**src/rtl/cpu_pkg.sv**
```systemverilog
// Shared definitions for the 18-bit-instruction CPU: sequencer states, opcode fields,
// branch condition codes, flag bit positions and the execute-class decode.
package cpu_pkg;

    typedef enum logic [1:0] {
        S_FETCH = 2'b00,
        S_LATCH = 2'b01,
        S_EXEC  = 2'b10,
        S_MEM   = 2'b11
    } state_t;

    typedef enum logic [2:0] {
        C_NOP,
        C_LI,
        C_LOAD,
        C_STOR,
        C_JCOND,
        C_CMP,
        C_ARITH,
        C_OTHER
    } iclass_t;

    // Primary opcode, ir[15:12]
    localparam logic [3:0] OP_RTYPE = 4'b0000;
    localparam logic [3:0] OP_ANDI  = 4'b0001;
    localparam logic [3:0] OP_ORI   = 4'b0010;
    localparam logic [3:0] OP_XORI  = 4'b0011;
    localparam logic [3:0] OP_MEM   = 4'b0100;
    localparam logic [3:0] OP_ADDI  = 4'b0101;
    localparam logic [3:0] OP_ADDUI = 4'b0110;
    localparam logic [3:0] OP_ADDCI = 4'b0111;
    localparam logic [3:0] OP_SHIFT = 4'b1000;
    localparam logic [3:0] OP_SUBI  = 4'b1001;
    localparam logic [3:0] OP_SUBCI = 4'b1010;
    localparam logic [3:0] OP_CMPI  = 4'b1011;
    localparam logic [3:0] OP_MOVI  = 4'b1101;
    localparam logic [3:0] OP_CMPUI = 4'b1110;
    localparam logic [3:0] OP_LUI   = 4'b1111;

    // Extended opcode, ir[7:4]
    localparam logic [3:0] EXT_LOAD_1 = 4'b0000;
    localparam logic [3:0] EXT_STOR_1 = 4'b0100;
    localparam logic [3:0] EXT_JCOND  = 4'b1100;
    localparam logic [3:0] EXT_SUBU   = 4'b0100;
    localparam logic [3:0] EXT_ADD    = 4'b0101;
    localparam logic [3:0] EXT_ADDU   = 4'b0110;
    localparam logic [3:0] EXT_ADDC   = 4'b0111;
    localparam logic [3:0] EXT_SUB    = 4'b1001;
    localparam logic [3:0] EXT_CMP    = 4'b1011;

    // Condition codes, ir[3:0] of JCOND
    localparam logic [3:0] COND_BEQ  = 4'b0000;
    localparam logic [3:0] COND_BNEQ = 4'b0001;
    localparam logic [3:0] COND_BGT  = 4'b0110;
    localparam logic [3:0] COND_BLT  = 4'b0111;
    localparam logic [3:0] COND_BLE  = 4'b1100;
    localparam logic [3:0] COND_BGE  = 4'b1101;
    localparam logic [3:0] COND_JUC  = 4'b1110;

    localparam int FLAG_N = 4;
    localparam int FLAG_Z = 3;
    localparam int FLAG_F = 2;
    localparam int FLAG_L = 1;
    localparam int FLAG_C = 0;

    // Earlier checks win: LI and NOP groups first, then the MEM group, then compares.
    function automatic iclass_t classify(input logic [17:0] instr);
        iclass_t    c;
        logic [3:0] op;
        logic [3:0] ext;
        op  = instr[15:12];
        ext = instr[7:4];
        c   = C_OTHER;
        if (instr[17:16] == 2'b11) begin
            c = C_LI;
        end else if (instr[17:16] != 2'b00) begin
            c = C_NOP;
        end else if (op == OP_MEM) begin
            case (ext)
                EXT_LOAD_1: c = C_LOAD;
                EXT_STOR_1: c = C_STOR;
                EXT_JCOND:  c = C_JCOND;
                default:    c = C_NOP;
            endcase
        end else if ((op == OP_RTYPE && ext == EXT_CMP) || op == OP_CMPI || op == OP_CMPUI) begin
            c = C_CMP;
        end else if ((op == OP_RTYPE && ext inside {EXT_ADD, EXT_ADDU, EXT_ADDC, EXT_SUBU, EXT_SUB})
                     || op inside {OP_ADDI, OP_ADDUI, OP_ADDCI, OP_SUBCI, OP_SUBI}) begin
            c = C_ARITH;
        end
        return c;
    endfunction

endpackage

```
**src/rtl/branch_cond_eval.sv**
```systemverilog
// Resolves a JCOND condition code against the {N,Z,F,L,C} flag register.
module branch_cond_eval
    import cpu_pkg::*;
(
    input  logic [3:0] cond,
    input  logic [4:0] flags,
    output logic       taken
);

    // Only N and Z participate in any condition.
    logic unused_flags;
    assign unused_flags = ^flags;

    always_comb begin
        taken = 1'b0;
        case (cond)
            COND_JUC:  taken = 1'b1;
            COND_BEQ:  taken = flags[FLAG_Z];
            COND_BNEQ: taken = ~flags[FLAG_Z];
            COND_BGT:  taken = flags[FLAG_N];
            COND_BLT:  taken = ~flags[FLAG_N] & ~flags[FLAG_Z];
            COND_BGE:  taken = flags[FLAG_N] | flags[FLAG_Z];
            COND_BLE:  taken = ~flags[FLAG_N];
            default:   taken = 1'b0;
        endcase
    end

endmodule

```
**src/rtl/cpu_sequencer.sv**
```systemverilog
// Multicycle control FSM: owns PC and IR, sequences fetch/latch/execute/memory and
// gates the register-file, flag and data-memory strobes.
module cpu_sequencer
    import cpu_pkg::*;
#(
    parameter int                ADDR_W   = 10,
    parameter logic [ADDR_W-1:0] RESET_PC = '0
)
(
    input  logic              clk,
    input  logic              reset,
    input  logic              enable,
    output logic [ADDR_W-1:0] imem_addr,
    input  logic [17:0]       imem_rdata,
    output logic [17:0]       ir,
    input  logic [15:0]       jump_target,
    input  logic [4:0]        flags,
    output logic              reg_we,
    output logic              flag_we,
    output logic              dmem_we,
    output logic              dmem_re,
    output logic              sel_mem,
    output logic [ADDR_W-1:0] pc,
    output logic [1:0]        state
);

    state_t            cur_state;
    state_t            next_state;
    logic [ADDR_W-1:0] pc_next;
    iclass_t           iclass;
    logic              cond_taken;
    logic              take_jump;

    // Bits of the target above the PC width are dropped.
    logic unused_jt;
    assign unused_jt = ^jump_target;

    assign imem_addr = pc;
    assign state     = cur_state;
    assign iclass    = classify(ir);
    assign take_jump = (iclass == C_JCOND) && cond_taken;

    branch_cond_eval u_cond (
        .cond  (ir[3:0]),
        .flags (flags),
        .taken (cond_taken)
    );

    always_ff @(posedge clk) begin
        if (reset) begin
            cur_state <= S_FETCH;
            pc        <= RESET_PC;
            ir        <= '0;
        end else begin
            cur_state <= next_state;
            pc        <= pc_next;
            if (cur_state == S_LATCH) begin
                ir <= imem_rdata;
            end
        end
    end

    always_comb begin
        next_state = cur_state;
        pc_next    = pc;
        reg_we     = 1'b0;
        flag_we    = 1'b0;
        dmem_we    = 1'b0;
        dmem_re    = 1'b0;
        sel_mem    = 1'b0;
        case (cur_state)
            S_FETCH: begin
                if (enable) begin
                    next_state = S_LATCH;
                end
            end
            S_LATCH: next_state = S_EXEC;
            S_EXEC: begin
                next_state = S_FETCH;
                pc_next    = take_jump ? jump_target[ADDR_W-1:0] : pc + ADDR_W'(1);
                case (iclass)
                    C_LI, C_OTHER: reg_we = 1'b1;
                    C_ARITH: begin
                        reg_we  = 1'b1;
                        flag_we = 1'b1;
                    end
                    C_CMP:  flag_we = 1'b1;
                    C_STOR: dmem_we = 1'b1;
                    C_LOAD: begin
                        dmem_re    = 1'b1;
                        next_state = S_MEM;
                    end
                    default: ;
                endcase
            end
            S_MEM: begin
                dmem_re    = 1'b1;
                sel_mem    = 1'b1;
                reg_we     = 1'b1;
                next_state = S_FETCH;
            end
            default: next_state = S_FETCH;
        endcase
        // A reset edge discards the instruction, so nothing may commit this cycle.
        if (reset) begin
            reg_we  = 1'b0;
            flag_we = 1'b0;
            dmem_we = 1'b0;
            dmem_re = 1'b0;
            sel_mem = 1'b0;
        end
    end

endmodule

```
**config.mk**
```make
export PLATFORM = sky130hd
export DESIGN_NAME = cpu_sequencer
export DESIGN_NICKNAME = d
export VERILOG_FILES = /design/src/rtl/cpu_pkg.sv /design/src/rtl/branch_cond_eval.sv /design/src/rtl/cpu_sequencer.sv
export SDC_FILE = /design/constraint.sdc
export NUM_CORES = 1
export LEC_CHECK = 0
export ABC_AREA = 1
export BUFFER_PORTS_ARGS = -buffer_cell sky130_fd_sc_hd__buf_2
export CORE_UTILIZATION = 47
export DETAILED_ROUTE_END_ITERATION = 6
export GPL_TIMING_DRIVEN = 0
export PLACE_DENSITY_LB_ADDON = 0.05
export SLEW_MARGIN = 20
export SYNTH_ARGS = -nofsm -noshare
export SYNTH_HDL_FRONTEND = slang
export SYNTH_SLANG_ARGS = --single-unit
```
**constraint.sdc**
```tcl
create_clock -name clk -period 1.61 [get_ports clk]
set_input_delay 0.161 -clock clk [delete_from_list [all_inputs] [get_ports clk]]
set_output_delay 0.161 -clock clk [all_outputs]
set_load 0.1 [all_outputs]
```
# Yosys cells after proc, flatten, opt, wreduce, memory -nomap -nowiden

Index checks and enable logic that the tools add are counted.

$add $sub $neg: 1
Multipliers: 0
Div/mod/pow operators: 0
$lt $le $gt $ge: 0
Equality and inequality tests: 33
Shift operators: 0
Multiplexer cells: 25
Bitwise operators: 4
Reductions and logical operators: 15

Operators by type and width:

| cell                                                | count |
|---|---|
| equality test 4 x 3 -> 1 bit, second input constant | 10 |
| equality test 4 bit, second input constant          | 10 |
| 2-to-1 mux 1 bit                                    | 13 |
| equality test 3 bit, second input constant          | 4 |
| zero test 4 bit                                     | 3 |
| adder 10 x 1 -> 10 bit, second input constant       | 1 |
| 2-to-1 mux 10 bit                                   | 1 |
| nonzero test 5 bit                                  | 2 |
| 2-to-1 mux 3 bit                                    | 3 |
| one-hot mux 3 bit (3 select lines)                  | 1 |
| one-hot mux 2 bit (4 select lines)                  | 1 |
| one-hot mux 1 bit (7 select lines)                  | 1 |
| equality test 2 bit, second input constant          | 3 |
| equality test 3 x 2 -> 1 bit, second input constant | 2 |
| 2-to-1 mux 2 bit                                    | 3 |
| equality test 4 x 1 -> 1 bit, second input constant | 1 |
| one-hot mux 1 bit (2 select lines)                  | 2 |
| equality test 3 x 1 -> 1 bit, second input constant | 1 |
| logical AND 1 bit                                   | 3 |
| logical OR 1 bit                                    | 3 |
| OR reduction 3 bit                                  | 1 |
| equality test 2 x 1 -> 1 bit, second input constant | 1 |
| zero test 2 bit                                     | 1 |
| != test 2 bit, second input constant                | 1 |
| 5 further kinds                                     | 6 |

Flip-flop bits (word level): 30
Latch bits: 0
Memory bits (writable): 0
Memory bits (read-only): 0
Bits of input ports: 42
Output and inout bits: 45
Word-level logic and storage cells: 81
Memories kept: 0

# Depth between registers and ports, before layout

Gate-level depths: netlist of the first run.

Word-level depth: 14
Depth in mapped cells: 13
Mapped depth without buffers: 13

# Cells and area by module

From an unflattened synthesis of the first run, not the netlist that was laid out.

Cells, all modules: 291
Area total of the unflattened synthesis: 1,890.6 um2

By module, submodules not included:

| module           | times used | cells each | area an instance (um2) | seq. area each (um2) |
|---|---|---|---|---|
| cpu_sequencer    | 1          | 262        | 1,770.4                | 600.6 |
| branch_cond_eval | 1          | 29         | 120.1                  | 0.0 |

# Least setup slack after synthesis of the first run

Ideal clock, no wire load.

Path type: flip-flop to output port
Start: reg ir[14]
End: out dmem_we
Arrival: 4,647 ps
Setup slack: -3,198 ps
Cell stages (with the launch flop): 8
Cell sequence: dfxtp_1 nand2_2 nor2_4 nand4_1 nand2_2 a21oi_2 buf_4 nor4_1

Longest elaborated chain between the ends: 12

RTL lines:

| element                                                     | line                         | RTL |
|---|---|---|
| from (decl)                                                 | cpu_sequencer.sv:15          | `output logic [17:0] ir,` |
| from (signal assigned)                                      | cpu_sequencer.sv:58          | `ir <= imem_rdata;` |
| equality test 4 x 3 -> 1 bit (tied with other cells)        | cpu_pkg.sv:88                | `\|\| op inside {OP_ADDI, OP_ADDUI, OP_ADDCI, OP_SUBCI, OP_SUBI}) begin` |
| nonzero test 5 bit (tied with other cells)                  | cpu_pkg.sv:88                |  |
| logical OR 1 bit, on equally long branches                  | cpu_pkg.sv:88, cpu_pkg.sv:85 |  |
| 2-to-1 mux 1 bit / logical OR 1 bit (equally long branches) | cpu_pkg.sv:87, cpu_pkg.sv:85 |  |
| 2-to-1 mux 2 bit                                            | cpu_pkg.sv:85                | `end else if ((op == OP_RTYPE && ext == EXT_CMP) \|\| op == OP_CMPI \|\| op == OP_CMPUI) begin` |
| 2-to-1 mux 3 bit *                                          | cpu_pkg.sv:78                | `end else if (op == OP_MEM) begin` |
| 2-to-1 mux 3 bit *                                          | cpu_pkg.sv:76                | `end else if (instr[17:16] != 2'b00) begin` |
| 2-to-1 mux 3 bit *                                          | cpu_pkg.sv:74                | `if (instr[17:16] == 2'b11) begin` |
| equality test 3 x 2 -> 1 bit *                              | cpu_sequencer.sv:81          | `case (iclass)` |
| 2-to-1 mux 1 bit *                                          | cpu_sequencer.sv:81          |  |
| 2-to-1 mux 1 bit *                                          | cpu_sequencer.sv:71          | `case (cur_state)` |
| 2-to-1 mux 1 bit *                                          | cpu_sequencer.sv:105         | `if (reset) begin` |
| to (decl)                                                   | cpu_sequencer.sv:20          | `output logic dmem_we,` |

Mark *: on every way between the ends. The rest lies on a longest branch, timed or not.

# Worst setup path in the final report of the first run

Start: reg ir[12]
End: out flag_we

Longest elaborated chain between the ends: 13

RTL lines:

| element                                                     | line                         | RTL |
|---|---|---|
| equality test 4 x 3 -> 1 bit (tied with other cells)        | cpu_pkg.sv:88                |  |
| nonzero test 5 bit (tied with other cells)                  | cpu_pkg.sv:88                |  |
| logical OR 1 bit, on equally long branches                  | cpu_pkg.sv:88, cpu_pkg.sv:85 |  |
| 2-to-1 mux 1 bit / logical OR 1 bit (equally long branches) | cpu_pkg.sv:87, cpu_pkg.sv:85 |  |
| 2-to-1 mux 2 bit                                            | cpu_pkg.sv:85                |  |
| 2-to-1 mux 3 bit *                                          | cpu_pkg.sv:78                |  |
| 2-to-1 mux 3 bit *                                          | cpu_pkg.sv:76                |  |
| 2-to-1 mux 3 bit *                                          | cpu_pkg.sv:74                |  |
| equality test 3 bit                                         | cpu_sequencer.sv:81          |  |
| OR reduction 2 bit (no line) *                              | n/a                          |  |
| 2-to-1 mux 1 bit *                                          | cpu_sequencer.sv:81          |  |
| 2-to-1 mux 1 bit *                                          | cpu_sequencer.sv:71          |  |
| 2-to-1 mux 1 bit *                                          | cpu_sequencer.sv:105         |  |
| to (decl)                                                   | cpu_sequencer.sv:19          | `output logic flag_we,` |

Marks and branches as above.

==> results, run 1 <==
- Of the total power, the share spent switching nets is 0.4479.
- The number of clock buffers inserted by TritonCTS is 5.
- The clock root buffer is sky130_fd_sc_hd__clkbuf_8.
- The hold-critical path endpoint is imem_addr[5].
- The tool flagged a number of max-cap violations equal to 0.
- Once placement finished, the instance area stood at around 2500 µm².
- The logic depth of the worst register-to-register path is 11.
- For this run, asynchronously set or reset flops after synthesis account for 0.
- Counting the fill cells in the layout gives 294.
- The worst vdd rail ir drop is about 0.69 mV.
- Summed over all instances, the cell type with the most area after synthesis is sky130_fd_sc_hd__dfxtp_1.
- The count of buffers from port buffering is 76.
- The iteration count of the initial detailed-routing pass is 4.
- The average wire per standard cell is 13.39 µm.
- The initial antenna violation count was 0.
- The capture point of the worst reg-to-reg path is imem_addr[4].
- A synthesized cell averages 7.055 µm².
- The flow ran to the end, but the final reports show violations.
- STA classifies the critical path startpoint as a register.
- The number of register bits inferred by synthesis is 30.
- Summing all multi-input logic gate instances after layout gives 1240 µm².
- In this run the power spent charging and discharging nets is 1213 µW.
- The maximum root-to-sink buffer count is 2.
- The final reports fail on negative setup slack.
- The reported leakage power is ~0.0014 µW.
- sky130_fd_sc_hd__nand2_1 is the most common cell in the netlist.
- The number of violations reported at the end of detailed-routing iteration 0 is 163.
- Across every metal layer, demand over resource in global routing totals 0.2642.
- The global route total overflow is 0.
- The worst hold path passes through 2 cells.
- The clock tree synthesis step divided the H-tree into 2 levels.
- The final period demand of the worst path is 2.149 ns.
- The wire length of the first global-routing pass is 8.694 mm.
- The final core utilization is 0.7724.
- The type of the worst min-delay path is input pin to register.
- The count of hold-fix buffers inserted at cts is 0.
- The vias after detailed routing is 2,195.
- After legalization and detailed placement, the total HPWL measured ~3.6 mm.
- The sequential share of power is 0.313.
- The number of instances in the placed design is 398.
- The number of nets handed over by synthesis was between 300 and 400.
- Among all flip-flop cells after synthesis, the most frequent one is sky130_fd_sc_hd__dfxtp_1.
- The number of enable-type register cells in the synthesized netlist is 0.
- The setup path with the least slack is of type register to output port.
- The final cell count without fillers is 423.
- The total wire length is 5.666 mm.
- In the routed design, unresolved DRC markers number 0.
- The TritonCTS clock tree is done.
- Clock-pin slew was measured on the worst setup and hold paths at around 0.070 ns.
- Across the routed clock network, the largest skew measured is 0.01187 ns.
- The max-slew violation count is 0.
- The sequential cells in the finished layout cover a total of slightly below 700 µm².
- Routability-driven placement finished with a final weighted congestion of 0.7935.
- Setup repair after global routing could not meet its margin everywhere.
- The clock latency on the worst-skew pair is 0.29 ns.
- Of the post-synthesis cell area, the dominant cell type holds 0.3107.
- After floorplanning, the core was divided into 22 placement rows.
- The die covers about 4400 µm².
- In this run the power density over the cells is 923.2 nW/µm².
- The number of ports placed on the die boundary is 87.
- The part of the Yosys area used for sequential elements is 0.3107.
- For this run, the post-layout net count is 417.
- The hold violation total from the final report is 0.
- For this design, the sink count on the clock tree is 30.
- The width of the chip is 66.13 µm.
- In this run the register-to-register setup slack is -0.12 ns.
- The clock share of power is 0.241.
- The setup TNS is -2.811 ns.
- The endpoint class of the critical path is an output port.
- The share of layout cells above drive strength 1 is 0.5467.
- The achievable frequency is 465.4 MHz.
- The startpoint identified for the worst register-to-register timing path is ir[12].
- The repair_antennas step left the layout with diodes totalling 0.
- For this configuration, the core starts out at a cell density of 0.5089.
- Sorting the synthesized cells by area gives the leading types as sky130_fd_sc_hd__dfxtp_1 31%, sky130_fd_sc_hd__nand2_1 8.0%, sky130_fd_sc_hd__nand3_1 7.2%.
- The count of nets left with antenna violations after detail routing is 0.
- The overall power after layout is 2709 µW.
- The final non-filler cell area is 2934 µm².
- The final critical-path setup slack is -0.5389 ns.
- The setup violation total in the final timing report is 14.
- Compared with the post-synthesis result, the final layout area differs by 51.78%.
- For the worst setup path, the data arrival time is about 2.0 ns.
- The mapped netlist covers 1933 µm².
- Dividing the final minimum period by the clock period gives 1.335.
- After technology mapping, the gate count stands at between 200 and 300.
- Measured against its own limit, the worst slew margin works out to 0.6720.
- The via count of the first global-routing pass is slightly below 2,000.
- In this run the worst path has a maximum fanout of 5.
- The hold path startpoint is reset.
- The synthesis warning total is 0.
- The combinational power share is 0.446.
- The internal power summed over all cells is 1495 µW.
- The number of vias per cell after detailed routing is 5.189.
- For the pin with the worst max-slew slack, the measured transition is 0.4954 ns.
- The pin count of the biggest net entering global routing is 11.
- By count the netlist is led by 41 x sky130_fd_sc_hd__nand2_1, 30 x sky130_fd_sc_hd__dfxtp_1, 30 x sky130_fd_sc_hd__inv_1, 30 x sky130_fd_sc_hd__nor2_1, 28 x sky130_fd_sc_hd__nand3_1.
- In this run the standard cell core region covers 3799 µm².
- In this run, distinct cell masters in the synthesized netlist total 36.
- The die extent in y is 66.13 µm.
- STA puts the critical path data required time at about 1.5 ns.
## layout by cell type, fill, tap and decap left out, types with 6 or more instances in the layout
cell / n
sky130_fd_sc_hd__nand2_1: 34
sky130_fd_sc_hd__nand2_2: 10
sky130_fd_sc_hd__xnor2_1: 6
sky130_fd_sc_hd__buf_2: 73
sky130_fd_sc_hd__clkbuf_8: 7
sky130_fd_sc_hd__a21oi_1: 20
sky130_fd_sc_hd__nor2_1: 23
sky130_fd_sc_hd__nor2_4: 7
sky130_fd_sc_hd__o21ai_0: 19
sky130_fd_sc_hd__o21bai_2: 7
sky130_fd_sc_hd__nand3_1: 24
sky130_fd_sc_hd__buf_6: 8
sky130_fd_sc_hd__inv_1: 25
sky130_fd_sc_hd__dfxtp_4: 21
sky130_fd_sc_hd__buf_4: 22
## layout make-up
cell class                 count  area share
buffer                        20     0.05416
clock buffer                   6     0.02815
clock inverter                 2    0.004264
inverter                      35     0.05075
multi-input combinational    191      0.4226
sequential                    30      0.2333
tap                           48     0.02047
timing repair buffer          91      0.1864
## stage by stage
step	hold slack (ns)	setup WS (ns)
2_1_floorplan	0.3264	-0.9773
5_1_grt	0.09147	-0.6354
4_1_cts	0.08385	-0.4486
3_5_place_dp	0.3871	-0.4996
3_3_place_gp	0.3813	-0.4979
6_report	0.08367	-0.5389
## flip-flops by register name (all words and copies together) (netlist names)
register	count
imem_addr	10
state	2
ir	18
## worst max-delay path, stage by stage (launching register included)
cell and delay, ns:
sky130_fd_sc_hd__dfxtp_4 0.38, sky130_fd_sc_hd__inv_4 0.07, sky130_fd_sc_hd__nand2_4 0.05, sky130_fd_sc_hd__nor2_4 0.14, sky130_fd_sc_hd__nand4_1 0.17, sky130_fd_sc_hd__nand2_4 0.13
sky130_fd_sc_hd__a21oi_4 0.07, sky130_fd_sc_hd__buf_6 0.13, sky130_fd_sc_hd__nand2_2 0.05, sky130_fd_sc_hd__nand2_2 0.06, sky130_fd_sc_hd__nor4_4 0.16, sky130_fd_sc_hd__buf_6 0.26
## power groups by stage
stage          clock [µW]  sequential (µW)  combinational, µW
6_report              653              848               1210
5_1_grt               699              856               1280
4_1_cts               651              844               1100
3_5_place_dp            0              858                972
3_3_place_gp            0              856                963
2_1_floorplan           0             1190                466
## logic make-up (layout without fill, tap and decap cells)
family	Yosys count	after routing	share of synthesized area
adders and majority gates	1	1	0.006471
AOI/OAI and AO/OA	59	59	0.1942
buffers and inverters	55	154	0.1476
xor gates and xnor gates	8	8	0.03625
and+or+nand+nor	121	123	0.3049
DFF	30	30	0.3107
## per-layer routing
| layer | up-vias | part of all wire | global-route usage |
|---|---|---|---|
| met1 | 1012 | 0.44 | 0.3277 |
| met2 | 80 | 0.47 | 0.4439 |
| li1 | 1086 | - | - |
| met4 | 0 | 0.023 | 0.09043 |
| met3 | 17 | 0.064 | 0.06207 |
| met5 | - | 0 | 0 |
## repair_timing
action,in CTS,in global routing
pin swaps,16,8
buffers inserted,10,5
endpoints found under the setup margin,4,24
cloned,0,2
resized for setup,30,19
## worst max path at each step
stage	depth (start not counted)	from	endpoint	slack, ns
4_1_cts	13	ir[13]	flag_we	-0.45
6_report	11	ir[12]	flag_we	-0.54
2_1_floorplan	13	ir[15]	flag_we	-0.98
3_5_place_dp	11	ir[12]	flag_we	-0.50
3_3_place_gp	11	ir[12]	flag_we	-0.50
5_1_grt	11	ir[15]	flag_we	-0.64
No activity file was read; power rests on OpenSTA's default activity.
==> run 2, diff against run 1 <==
--- a/config.mk
+++ b/config.mk
@@ -5,9 +5,8 @@
 export SDC_FILE = /design/constraint.sdc
 export NUM_CORES = 1
 export LEC_CHECK = 0
-export ABC_AREA = 1
 export BUFFER_PORTS_ARGS = -buffer_cell sky130_fd_sc_hd__buf_2
-export CORE_UTILIZATION = 47
+export CORE_UTILIZATION = 46
 export DETAILED_ROUTE_END_ITERATION = 6
 export GPL_TIMING_DRIVEN = 0
 export PLACE_DENSITY_LB_ADDON = 0.05
==> run 2 against run 1 <==
The run still ends with negative setup slack left. Via count is 0.50% lower. Combinational power grew 14%. Clock power is 9.6% lower. Largest power group unchanged. Hold slack gained 0.018 ns. Sequential power is 4.7% higher. Global-route usage is 1.5 points higher. Sequential share of layout area decreased by 0.29 points. First-iteration DRC count rose by 6.7%. Area after synthesis decreased by 5.0%. Synthesized cell count shrank 14%. Total power increased by 5.4%. Sequential cell count is the same.
==> results, run 2 <==
- The setup violation total in the final timing report is 16 (+2).
- The measured slew at the worst slew-check pin is 0.7178 ns (+0.2224 ns).
- The post-route clock skew is 0.005676 ns (-0.006189 ns).
- The cell area after technology mapping is 1836 µm² (-5.0%).
- The iteration count of the initial detailed-routing pass is 4 (unchanged).
- The final core utilization was 0.7647 (-0.007692).
- The post-synthesis area per instance came to 7.811 µm² (+11%).
- The path class of the tightest hold or removal check is input pin to register.
- The run finished, with violations left.
- The power density relative to cell area came to 997.5 nW/µm² (+8.1%).
- The required time at the endpoint of the critical path came to 1.45 ns (about the same).
- The clock transition time at the flip-flop clock pins of the worst setup and hold paths is 0.06 ns (about the same).
- The residual DRC count came to 0 (unchanged).
- TritonCTS built the clock tree.
- The clock latency on the worst-skew pair is 0.28 ns (about the same).
- The final RePlAce weighted congestion was 0.8419 (+6.1%).
- The clock share of power was 0.207 (-0.034).
- In the synthesized netlist the dominant register cell turns out to be sky130_fd_sc_hd__dfxtp_1.
- The number of register bits inferred by synthesis is 30 (unchanged).
- The top cell types in the final layout, fill and taps aside, are 72 x sky130_fd_sc_hd__buf_2, 49 x sky130_fd_sc_hd__nand2_1, 24 x sky130_fd_sc_hd__buf_4.
- The top fanout value on the critical path is 6 (+1).
- The detailed-route wire length on metal 1 is 2.618 mm (+5.3%).
- The data arrival time of the critical path is 2.04 ns (+0.05 ns).
- The total net switching power came to 1375 µW (+13%).
- The worst vdd rail ir drop is 1.190 mV (+73%).
- The share of layout cells above drive strength 1 came to 0.4940 (-0.05265).
- The sequential cell area is 659.4 µm² (-3.7%).
- The fraction of power spent switching nets is 0.4814 (+0.03348).
- The synthesis warning total is 0 (unchanged).
- The number of clock buffers inserted by TritonCTS came to 5 (unchanged).
- The initial antenna violation count is 0 (unchanged).
- The sequential share of power was 0.311 (-0.002).
- STA classifies the critical path endpoint as an output port.
- The final period demand of the worst path came to 2.205 ns (+0.05592 ns).
- The wire length of the first global-routing pass came to 9.259 mm (+6.5%).
- The worst setup path is launched from a register.
- In this run the top signal layer used is met4.
- The worst slack at placement is -0.8631 ns (-0.3635 ns).
- The die area was 4247 µm² (-2.9%).
- The count of filler cells inserted in the layout is 288 (-2.0%).
- Setup repair after global routing could not meet its margin everywhere.
- The wire length on met3 is 477 µm (+31%).
- The net count after synthesis came to 278 (-12%).
- The commonest cells after synthesis are 49 x sky130_fd_sc_hd__nand2_1, 30 x sky130_fd_sc_hd__dfxtp_1, 19 x sky130_fd_sc_hd__a21oi_1.
- The number of clock sinks is 30 (unchanged).
- The total area of multi-input combinational cells is 1272 µm² (+2.6%).
- The part of the Yosys area used for sequential elements was 0.3272 (+0.01652).
- The number of vias per cell after detailed routing came to 5.717 (+10%).
- The most instantiated library cell after synthesis is sky130_fd_sc_hd__nand2_1.
- The reported leakage power is 0.001259 µW (-8.7%).
- By area the synthesized netlist is led by sky130_fd_sc_hd__dfxtp_1 33%, sky130_fd_sc_hd__nand2_1 10%, sky130_fd_sc_hd__a21oi_1 5.2%.
- The critical path in this run is classified as register to output port.
- The library cell occupying the most area in the post-synthesis netlist is sky130_fd_sc_hd__dfxtp_1.
- The flip-flop count of the largest register after layout is 18 (unchanged).
- The share of async-settable or async-resettable flops after synthesis is 0 (unchanged).
- The count of different cell masters after synthesis was 50 (+39%).
- The count of max-cap constraint violations is 0 (unchanged).
- The global route total overflow is 0 (unchanged).
- The count of nets left with antenna violations after detail routing is 0 (unchanged).
- The final reports fail on negative setup slack.
- The count of nets after finishing was 376 (-9.8%).
- The via count of the first global-routing pass is 1,971 (+0.97%).
- The signed area change from the synthesized netlist to the final layout is 55.96%.
- The register with the most flip-flops is ir.
- The count of buffers from port buffering is 77 (+1.3%).
- The number of violations reported at the end of detailed-routing iteration 0 is 174 (+6.7%).
- The max-slew violation count was 0 (unchanged).
- The synthesized netlist cell count is 235 (-14%).
- The aggregate global-route resource usage was 0.2787 (+0.01451).
- The achievable frequency was 453.6 MHz (-2.5%).
- The average wire per standard cell was 15.18 µm (+13%).
- The pin count of the biggest net entering global routing is 11 (unchanged).
- The total inserted antenna cells was 0 (unchanged).
- Leaving out fill and tap cells, the most frequent cell in the layout is sky130_fd_sc_hd__buf_2.
- The total wire length came to 5.797 mm (+2.3%).
- The width of the chip is 65.17 µm (-1.5%).
- The number of ports placed on the die boundary is 87 (unchanged).
- The vias after detailed routing is 2,184 (-0.50%).
- The row count is 22 (unchanged).
- The relative max-transition margin is 0.5214 (-0.1505).
- The final critical-path setup slack is -0.5948 ns (-0.05592 ns).
- The standard cell core area is 3744 µm² (-1.4%).
- The share of the cycle needed by the critical path after routing is 1.369 (+0.03474).
- The effective utilization at floorplan is 0.4903 (-0.01859).
- The worst reg-to-reg setup slack is -0.44 ns (-0.32 ns).
- The internal power summed over all cells is 1481 µW (-0.96%).
- The number of enable-type register cells in the synthesized netlist is 0 (unchanged).
- The detailed placer's ending HPWL came to 3.554 mm (-1.2%).
- The top-area cell type share of the netlist area was 0.3272 (+0.01652).
- The maximum root-to-sink buffer count is 2 (unchanged).
- The maximum level of the CTS H-tree came to 2 (unchanged).
- The routed wire length on met2 was 2.644 mm (-1.5%).
- The hold violation total from the final report came to 0 (unchanged).
- The combinational power share is 0.482 (+0.036).
- The die extent in y was 65.17 µm (-1.5%).
- The clock root buffer is sky130_fd_sc_hd__clkbuf_8.
## run 2: cell count changes in the layout (fill, tap and decap cells not counted), sizes merged, moves of 9 or more
cell | previous run | this run
o21bai | 9 | 0
nor2 | 35 | 6
nand3 | 31 | 3
nor2b | 0 | 11
inv | 33 | 2
o21ai | 21 | 1
and3 | 0 | 11
## run 2: power by group through the flow
stage	combinational, µW	clock (µW)	sequential [µW]
floorplan	595	0	1300
global placement	1200	0	892
detailed placement	1200	0	894
CTS	1330	596	882
global route	1440	628	900
finish	1380	590	888
## run 2: routing by layer
metal | track usage | vias up
li1 | - | 1061
met1 | 0.3829 | 1016
met2 | 0.4330 | 98
met3 | 0.07118 | 9
met4 | 0.06793 | 0
met5 | 0 | -
## run 2: worst paths after layout
kind             startpoint      endpoint  cells past startpoint
max                   ir[7]       dmem_re                      7
min          imem_rdata[17]        ir[17]                      3
min reg2reg          ir[10]        ir[10]                      2
max reg2reg           ir[7]  imem_addr[5]                      6
## run 2: timing repair
action | CTS | global route
buffers inserted | 15 | 2
gates cloned | 1 | 0
resized for setup | 33 | 14
pin swaps | 22 | 11
setup endpoints to repair | 25 | 27
hold buffers | 0 | 0
## run 2: final cells by class
type | count | area share
Multi-Input combinational cell | 176 | 0.4445
Buffer | 24 | 0.06425
Inverter | 2 | 0.002622
Tap cell | 48 | 0.02098
Clock buffer | 6 | 0.02535
Timing Repair Buffer | 94 | 0.2089
Sequential cell | 30 | 0.2303
Clock inverter | 2 | 0.003059
## run 2: metrics by stage
step           std cells  instance area (µm²)  setup TNS, ns  power, µW  hold WS [ns]
4_1_cts              382                 2798         -6.039       2812       0.09845
5_1_grt              382                 2863         -7.293       2964        0.1154
3_5_place_dp         360                 2447         -5.958       2098        0.3969
3_3_place_gp         360                 2447         -5.610       2090        0.3921
2_1_floorplan        235                 2002         -7.714       1898        0.2866
6_report             382                 2863         -6.284       2856        0.1019
## run 2: worst max-delay path, stage by stage (launching register included)
cell	delay (ns)
sky130_fd_sc_hd__dfxtp_4	0.37
sky130_fd_sc_hd__or4b_4	0.53
sky130_fd_sc_hd__o211a_4	0.17
sky130_fd_sc_hd__nor2_4	0.13
sky130_fd_sc_hd__buf_6	0.12
sky130_fd_sc_hd__buf_6	0.09
sky130_fd_sc_hd__a41o_4	0.19
sky130_fd_sc_hd__buf_12	0.17
## run 2: cells by family after synthesis
kind of cell / after synthesis / share of synthesized area
compound gates: 55 / 0.2222
xor+xnor: 4 / 0.01909
fa+ha+maj: 1 / 0.006816
buf+inv: 29 / 0.08793
flops: 30 / 0.3272
simple gates: 116 / 0.3367
==> run 3, diff against run 2 <==
--- a/config.mk
+++ b/config.mk
@@ -6,9 +6,10 @@
 export NUM_CORES = 1
 export LEC_CHECK = 0
 export BUFFER_PORTS_ARGS = -buffer_cell sky130_fd_sc_hd__buf_2
+export CORE_MARGIN = 2
 export CORE_UTILIZATION = 46
 export DETAILED_ROUTE_END_ITERATION = 6
-export GPL_TIMING_DRIVEN = 0
+export GPL_TIMING_DRIVEN = 1
 export PLACE_DENSITY_LB_ADDON = 0.05
 export SLEW_MARGIN = 20
 export SYNTH_ARGS = -nofsm -noshare
==> run 3 against run 2 <==
The run still ends with negative setup slack left. Largest cell class unchanged. Maximum frequency grew 2.8%. Largest power group unchanged. Hold slack gained 0.0043 ns. Cell area grew 0.57%. Critical endpoint is now flag_we.
==> results, run 3 (same netlist as run 2, synthesis figures left out) <==
- The run finished, with violations left.
- The final reports fail on negative setup slack.
- The setup violation total in the final timing report is 16 (unchanged).
- The required time at the endpoint of the critical path came to 1.45 ns (about the same).
- The data arrival time of the critical path is 1.98 ns (-0.06 ns).
- The number of ports placed on the die boundary is 87 (unchanged).
- The total wire length is 5.643 mm (-2.7%).
- The vias after detailed routing is 2,154 (-1.4%).
- The clock transition time at the flip-flop clock pins of the worst setup and hold paths came to 0.06 ns (about the same).
- The hold violation total from the final report is 0 (unchanged).
- From synthesis to final layout, the design area changed by 56.85%.
- In the layout the commonest cells are 73 x sky130_fd_sc_hd__buf_2, 49 x sky130_fd_sc_hd__nand2_1, 38 x sky130_fd_sc_hd__buf_4.
- The flip-flop count of the largest register after layout came to 18 (unchanged).
- The count of max-cap constraint violations is 0 (unchanged).
- The delay of the slowest critical-path stage was 0.53 ns (about the same).
- STA classifies the critical path endpoint as an output port.
- The final non-filler cell area came to 2879 µm² (+0.57%).
- The initial antenna violation count is 0 (unchanged).
- The maximum level of the CTS H-tree is 2 (unchanged).
- The TritonCTS clock tree is done.
- The number of vias per cell after detailed routing is 5.566 (-2.6%).
- The share of the cycle needed by the critical path after routing is 1.332 (-0.03783).
- The number of clock sinks is 30 (unchanged).
- The maximum root-to-sink buffer count is 2 (unchanged).
- The final RePlAce weighted congestion is 0.8326 (-1.1%).
- The nature of the critical path startpoint is a register.
- The final critical-path setup slack was -0.5339 ns (+0.06091 ns).
- The count of nets left with antenna violations after detail routing is 0 (unchanged).
- The row count came to 22 (unchanged).
- The pin count of the biggest net entering global routing is 21 (+10).
- The power density relative to cell area was 976.1 nW/µm² (-2.2%).
- The number of clock buffers inserted by TritonCTS came to 5 (unchanged).
- The number of violations reported at the end of detailed-routing iteration 0 was 146 (-16%).
- The clock latency on the worst-skew pair is 0.28 ns (about the same).
- The instance area at placement is 2605 µm² (+6.4%).
- The die area was 4512 µm² (+6.2%).
- The tightest min-delay check is of the input pin to register type.
- The standard cell core area is 3744 µm² (unchanged).
- The wire length of the first global-routing pass is 8.921 mm (-3.7%).
- The post-route clock skew was 0.005252 ns (-0.0004246 ns).
- The relative max-transition margin is 0.6700 (+0.1486).
- Setup repair after global routing could not meet its margin everywhere.
- The total inserted antenna cells is 0 (unchanged).
- The count of filler cells inserted in the layout was 273 (-5.2%).
- The iteration count of the initial detailed-routing pass was 4 (unchanged).
- The count of nets after finishing is 381 (+1.3%).
- The measured slew at the worst slew-check pin is 0.4984 ns (-0.2195 ns).
- The average wire per standard cell is 14.58 µm (-3.9%).
- The register with the most flip-flops is ir.
- The setup TNS is -5.623 ns (+0.6603 ns).
- The max-slew violation count is 0 (unchanged).
- The critical path class is register to output port.
- The effective utilization at floorplan is 0.4903 (unchanged).
- The number of instances in the placed design is 372 (+3.3%).
- The residual DRC count is 0 (unchanged).
- The count of buffers from port buffering is 77 (unchanged).
- The detailed placer's ending HPWL is 3.843 mm (+8.1%).
- The die extent in y is 67.17 µm (+3.1%).
- The aggregate global-route resource usage was 0.2561 (-0.02264).
- The final period demand of the worst path is 2.144 ns (-0.06091 ns).
- The share of layout cells above drive strength 1 came to 0.5044 (+0.01041).
- The worst vdd rail ir drop was 0.7007 mV (-41%).
- The library cell used most frequently in the layout, excluding fill and tap cells, is sky130_fd_sc_hd__buf_2.
- The via count of the first global-routing pass was 2,025 (+2.7%).
- The final cell count without fillers is 387 (+1.3%).
- The top fanout value on the critical path is 3 (-3).
- The achievable frequency was 466.4 MHz (+2.8%).
- The reported leakage power is 0.001304 µW (+3.6%).
- On the critical path, the stage with the largest delay is an instance of sky130_fd_sc_hd__or4b_4.
- The global route total overflow is 0 (unchanged).
- The critical path goes through or4b_4 -> o211a_4 -> nor2_4 -> xor2_1 -> nor4_4 -> buf_12.
- The width of the chip was 67.17 µm (+3.1%).
- The clock root buffer is sky130_fd_sc_hd__clkbuf_8.
[run 3: power breakdown]
part | leakage (µW) | internal (µW) | switching [µW] | total, µW
sequential | 0.000258 | 797 | 61.0 | 858
clock | 0.0000426 | 296 | 278 | 574
combinational | 0.00100 | 372 | 1010 | 1380
total | 0.00130 | 1470 | 1350 | 2810
[run 3: per-layer routing]
layer / share of wire / up-vias / track usage
li1: - / 1064 / -
met1: 0.47 / 988 / 0.3625
met2: 0.44 / 95 / 0.3861
met3: 0.082 / 7 / 0.05833
met4: 0.010 / 0 / 0.07908
met5: 0 / - / 0
[run 3: path summary, 6_finish.rpt]
| kind | cells after the start | end | start | slack, ns |
|---|---|---|---|---|
| max reg2reg | 8 | imem_addr[0] | ir[16] | -0.41 |
| min | 3 | ir[12] | imem_rdata[12] | 0.11 |
| min reg2reg | 2 | ir[9] | ir[9] | 0.45 |
| max | 6 | flag_we | ir[4] | -0.53 |
[run 3: stage by stage]
stage               setup slack (ns)  hold slack [ns]  power (µW)  utilization
finish                       -0.5339           0.1061        2810       0.7691
CTS                          -0.4928           0.1041        2772       0.7517
floorplan                     -1.144           0.2866        1898            -
global route                 -0.6220           0.1088        2925       0.7691
global placement             -0.3031           0.3913        2116       0.6959
detailed placement           -0.3400           0.3985        2126       0.6959
[run 3: what timing repair did]
action / 4_1_cts / 5_1_grt
setup buffers: 4 / 3
hold buffers: 0 / 0
setup endpoints to repair: 16 / 16
resized for setup: 15 / 12
pin swaps: 17 / 7
cloned: 1 / 0
[run 3: layout make-up]
type	instances	area, µm²	area share
clock inverter	2	8.758	0.003042
timing repair buffer	123	828.3	0.2877
tap	48	60.06	0.02086
inverter	2	7.507	0.002608
sequential	30	659.4	0.2290
multi-input combinational	176	1242	0.4316
clock buffer	6	72.57	0.02521
[run 3: critical path, delay by kind of cell (launching register included)]
| family | cells | cell delay, ns |
|---|---|---|
| AO/OA/AOI/OAI | 1 | 0.18 |
| XOR/XNOR | 1 | 0.29 |
| buffers and inverters | 1 | 0.19 |
| AND/OR/NAND/NOR | 3 | 0.71 |
| flip-flops | 1 | 0.34 |
